<file path="config.mk">
export PLATFORM = sky130hd
export DESIGN_NAME = rename_map_table
export DESIGN_NICKNAME = d
export VERILOG_FILES = /design/src/rtl/rename_map_table_pkg.sv /design/src/rtl/rename_map_table_rat.sv /design/src/rtl/rename_map_table.sv
export SDC_FILE = /design/constraint.sdc
export NUM_CORES = 1
export LEC_CHECK = 0
export CORE_MARGIN = 3
export CORE_UTILIZATION = 55
export CTS_BUF_LIST = sky130_fd_sc_hd__clkbuf_4 sky130_fd_sc_hd__clkbuf_8
export CTS_CLUSTER_SIZE = 10
export DETAILED_ROUTE_END_ITERATION = 7
export PLACE_DENSITY_LB_ADDON = 0.05
export SYNTH_ARGS = -nofsm -noshare
export SYNTH_HDL_FRONTEND = slang
export SYNTH_HIERARCHICAL = 1
export SYNTH_SLANG_ARGS = --single-unit
</file>
<file path="constraint.sdc">
create_clock -name clk -period 5.26 [get_ports clk]
set_input_delay 1.052 -clock clk [delete_from_list [all_inputs] [get_ports clk]]
set_output_delay 1.052 -clock clk [all_outputs]
set_load 0.1 [all_outputs]
</file>
<file path="src/rtl/rename_map_table_pkg.sv">
// rename_map_table_pkg: shared sizes, tag types and the rename output record
package rename_map_table_pkg;
    localparam int ARCH_REGS = 32;
    localparam int PHYS_REGS = 128;
    localparam int PT = $clog2(PHYS_REGS);
    typedef logic [4:0] arch_reg_t;
    typedef logic [PT-1:0] phys_reg_t;
    typedef struct packed {
        phys_reg_t prs1;
        phys_reg_t prs2;
        phys_reg_t prd;
        phys_reg_t old_prd;
    } rename_out_t;
endpackage

</file>
<file path="src/rtl/rename_map_table_rat.sv">
// rat_array: 32-entry register alias table with async reads, one write port and a bulk load
import rename_map_table_pkg::*;
module rat_array #(
    parameter int NR = 3
) (
    input  logic      clk,
    input  logic      rst,
    input  arch_reg_t raddr [NR],
    output phys_reg_t rdata [NR],
    input  logic      we,
    input  arch_reg_t waddr,
    input  phys_reg_t wdata,
    input  logic      load,
    input  phys_reg_t load_data [ARCH_REGS],
    output phys_reg_t map [ARCH_REGS]
);
    phys_reg_t mem [ARCH_REGS];
    // Identity mapping on reset; a write beats a bulk load on the same entry so a flush can fold in a commit; x0 is never written
    always_ff @(posedge clk) begin
        for (int i = 0; i < ARCH_REGS; i++) begin
            if (!rst) mem[i] <= phys_reg_t'(i);
            else if (we && i != 0 && waddr == arch_reg_t'(i)) mem[i] <= wdata;
            else if (load) mem[i] <= load_data[i];
        end
    end
    // x0 reads are forced to tag 0 regardless of table contents
    always_comb begin
        for (int r = 0; r < NR; r++) rdata[r] = raddr[r] == '0 ? '0 : mem[raddr[r]];
    end
    assign map = mem;
endmodule

</file>
<file path="src/rtl/rename_map_table.sv">
// rename_map_table: single-issue rename with speculative/architectural RATs and flush recovery
import rename_map_table_pkg::*;
module rename_map_table (
    input  logic          clk,
    input  logic          rst,
    input  logic          in_valid,
    output logic          in_ready,
    input  logic [4:0]    in_rs1,
    input  logic [4:0]    in_rs2,
    input  logic [4:0]    in_rd,
    input  logic          in_rd_wen,
    input  logic [PT-1:0] fl_tag,
    input  logic          fl_empty,
    output logic          fl_r_en,
    output logic          out_valid,
    input  logic          out_ready,
    output logic [PT-1:0] out_prs1,
    output logic [PT-1:0] out_prs2,
    output logic [PT-1:0] out_prd,
    output logic [PT-1:0] out_old_prd,
    input  logic          commit_valid,
    input  logic [4:0]    commit_rd,
    input  logic [PT-1:0] commit_prd,
    input  logic          flush
);
    logic alloc, accept, commit_we;
    phys_reg_t spec_rd [3];
    phys_reg_t arch_rd_unused [2];
    phys_reg_t arch_map [ARCH_REGS];
    phys_reg_t spec_map_unused [ARCH_REGS];
    phys_reg_t zero_map [ARCH_REGS];
    rename_out_t out_q;
    assign alloc = in_rd_wen && in_rd != '0;
    assign in_ready = (!out_valid || out_ready) && !(alloc && fl_empty) && !flush;
    assign accept = in_valid && in_ready;
    assign fl_r_en = accept && alloc;
    assign commit_we = commit_valid && commit_rd != '0;
    assign zero_map = '{default: '0};
    rat_array #(.NR(3)) u_spec (
        .clk(clk),
        .rst(rst),
        .raddr('{in_rs1, in_rs2, in_rd}),
        .rdata(spec_rd),
        .we(flush ? commit_we : fl_r_en),
        .waddr(flush ? commit_rd : in_rd),
        .wdata(flush ? commit_prd : fl_tag),
        .load(flush),
        .load_data(arch_map),
        .map(spec_map_unused)
    );
    rat_array #(.NR(2)) u_arch (
        .clk(clk),
        .rst(rst),
        .raddr('{5'd0, 5'd0}),
        .rdata(arch_rd_unused),
        .we(commit_we),
        .waddr(commit_rd),
        .wdata(commit_prd),
        .load(1'b0),
        .load_data(zero_map),
        .map(arch_map)
    );
    // Output register: flush drops it, accept loads it, a stalled output holds, a drained output empties
    always_ff @(posedge clk) begin
        if (!rst) begin
            out_valid <= 1'b0;
            out_q <= '0;
        end else if (flush) begin
            out_valid <= 1'b0;
        end else if (accept) begin
            out_valid <= 1'b1;
            out_q <= '{prs1: spec_rd[0], prs2: spec_rd[1], prd: alloc ? fl_tag : '0, old_prd: alloc ? spec_rd[2] : '0};
        end else if (out_ready) begin
            out_valid <= 1'b0;
        end
    end
    assign out_prs1 = out_q.prs1;
    assign out_prs2 = out_q.prs2;
    assign out_prd = out_q.prd;
    assign out_old_prd = out_q.old_prd;
endmodule

</file>
==> results.py <==
metrics = {
    "drt": {
        "wl_per_cell_um": 26.67,
        "drc": 0,
        "antenna_left": 0,
        "first_pass_iters": 8,
        "wl_mm": 98.41,
        "drt_iter0_markers": 2932,
        "dr_total_vias": 23640,
        "detail_route.vias_per_cell": 6.407,
    },
    "cts": {
        "cts_tree": "done",
        "clock_insertion_delay_worst_skew_ps": 710,
        "htree_num_levels": 3,
        "postCtsSetupBuffers": 0,
        "clk_pin_slew_ps": 60,
        "ctsLongestPathBuffers": 3,
        "clock_sinks": 477,
        "root_buffer": "clkbuf_8",
        "cts_resized": 0,
        "cts_inserted_buffers": 84,
        "ctsHoldBuffers": 0,
    },
    "worst_setup_path": {
        "critPathMaxStageDelay_ps": 660,
        "r2r_slack_ps": 2450,
        "reg2reg_from": "out_valid",
        "cp_max_fo": 11,
        "crit_path_end": "u_arch/map[45]",
        "endpoint_kind": "flip-flop",
        "cp_top_family": "simple AND/OR/NAND/NOR gates",
        "ff2ff_path_depth": 10,
        "cp.arrival_ps": 4610,
        "crit_cells": 8,
        "cp-start-kind": "primary input",
        "cp_cell_sequence": "clkdlybuf4s50_1 -> or4_1 -> o21ai_0 -> inv_1 -> nor2b_1 -> nand4_1 -> mux2i_1 -> nand2_1",
        "critPathSlowestCell": "o21ai_0",
        "crit_buf_inv": 2,
        "worstReg2RegEnd": "u_spec/map[197]",
        "path_class": "in -> reg",
        "crit_required_ps": 5790,
        "setup.worst_path.start": "commit_rd[1]",
    },
    "finish": {
        "fin_util_pct": 62.46,
        "num-nets-final": 3006,
        "fillers": 4183,
        "drive_gt1_share_pct": 17.43,
        "areaGrowthSynthToFinish_pct": 12.14,
        "antenna_cells": 0,
    },
    "sta": {
        "setup_tns_ps": 0,
        "period_minus_slack_ps": 4087,
        "holdWs_ps": 461.3,
        "drv_slew": 0,
        "timing.fmax_mhz": 244.7,
        "worst_slew_pin_slew_ps": 1059,
        "hold_viol": 0,
        "finClkSkew_ps": 30.90,
        "setup_violations": 0,
        "fin_crit_sh_pct": 77.69,
        "rsz0062_at_grt": "no",
        "relSlewSlack_pct": 29.09,
    },
    "global_routing": {
        "grt_overflow_total": 0,
        "antenna_found_initial": 4,
        "globalRouteTotalUtil_pct": 35.73,
        "grt_pass1_wl_mm": 142.8,
        "grt_pass1_vias": 21570,
        "grt_max_degree": 256,
    },
    "pwr": {
        "power_mw": 9.137,
        "irDropWorstVdd_mv": 0.2047,
        "p_leak_nw": 16.01,
        "powerDensity_nw_per_um2": 291.0,
    },
    "placed_design": {
        "dp.final_hpwl_mm": 65.29,
        "gp_congestion": 0.9874,
        "port_buffers": 72,
    },
    "die": {
        "start_util_pct": 55.69,
        "fp.coreArea_um2": 50270,
        "die_h_um": 231.6,
        "die_area_um2": 53650,
        "io_pins": 73,
        "die_w_um": 231.6,
        "num_rows": 82,
    },
    "min_path": {
        "hold_class": "reg -> reg",
    },
    "synth": {
        "yosysWarnings": 6,
        "netlist_area_um2": 28000,
        "synth_cells": 2796,
        "syn_area_per_cell_um2": 10.01,
    },
    "status": {
        "status": "complete, no violations",
    },
    "flow_run": {
        "maxCapViolCount": 0,
    },
}
worst min-delay path by stage:
stage / startpoint / end / cells past startpoint
3_3_place_gp: out_prs1[1] / out_prs1[1] / 2
6_report: out_prs1[2] / out_prs1[2] / 2
5_1_grt: out_prs1[0] / out_prs1[0] / 2
2_1_floorplan: u_arch/map[217] / u_arch/map[217] / 2
3_5_place_dp: out_prs2[6] / out_prs2[6] / 2
4_1_cts: out_old_prd[3] / out_old_prd[3] / 2
stage by stage:
step / setup slack [ps] / cell area, µm² / instances
6_report: 1173 / 31400 / 3690
5_1_grt: 1136 / 31400 / 3690
4_1_cts: 1391 / 31400 / 3690
3_5_place_dp: 770.3 / 29670 / 3550
3_3_place_gp: 354.4 / 29670 / 3549
2_1_floorplan: 1438 / 28840 / 3020
cell usage in the layout (no fill, tap or decap), types with 12 or more instances in the layout:
cell type        instances
nor2b_1                 83
nand2_1                497
clkbuf_8               106
nor2_1                  87
clkdlybuf4s50_1         53
o221ai_1                22
buf_2                   12
clkbuf_4                25
mux2_2                 130
buf_4                   72
o211a_1                274
a21oi_1                 19
dfxtp_1                477
a211oi_1                67
o22ai_1                 31
conb_1                 225
mux4_2                 135
mux2i_1                467
o21ai_0                102
and3_1                  14
layer usage:
metal / global-route usage (%) / vias up / wire [µm]
li1: - / 10460 / -
met3: 10.68 / 236 / 11160
met4: 12.37 / 2 / 3655
met5: 0 / - / 13
met1: 50.14 / 11650 / 41580
met2: 52.46 / 1301 / 42000
layout make-up:
class | count | area (µm²) | area share (%)
Multi-Input combinational cell | 2250 | 18010 | 57.37
Sequential cell | 477 | 9549 | 30.41
Clock buffer | 131 | 1647 | 5.244
Timing Repair Buffer | 143 | 1241 | 3.953
Tap cell | 672 | 840.8 | 2.678
Clock inverter | 9 | 77.57 | 0.2471
Inverter | 8 | 30.03 | 0.09564
power by group:
part           total, mW  internal, mW  switching [mW]  leakage, nW
clock network       3.55          1.98            1.57        0.918
logic               1.57         0.640           0.932         11.2
registers           4.01          3.82           0.196         3.92
sequential cells by signal (all words and copies together), names as in the netlist:
name and count:
u_arch/map 224, u_spec/map 224, out_old_prd 7, out_prd 7, out_prs1 7, out_prs2 7
out_valid 1
tightest hold or removal path, delay by kind of cell (launching register included):
family           cells  cell delay (ps)
muxes                1               50
and+or+nand+nor      1               50
DFF                  1              310
(Power assumes the default switching activity.)
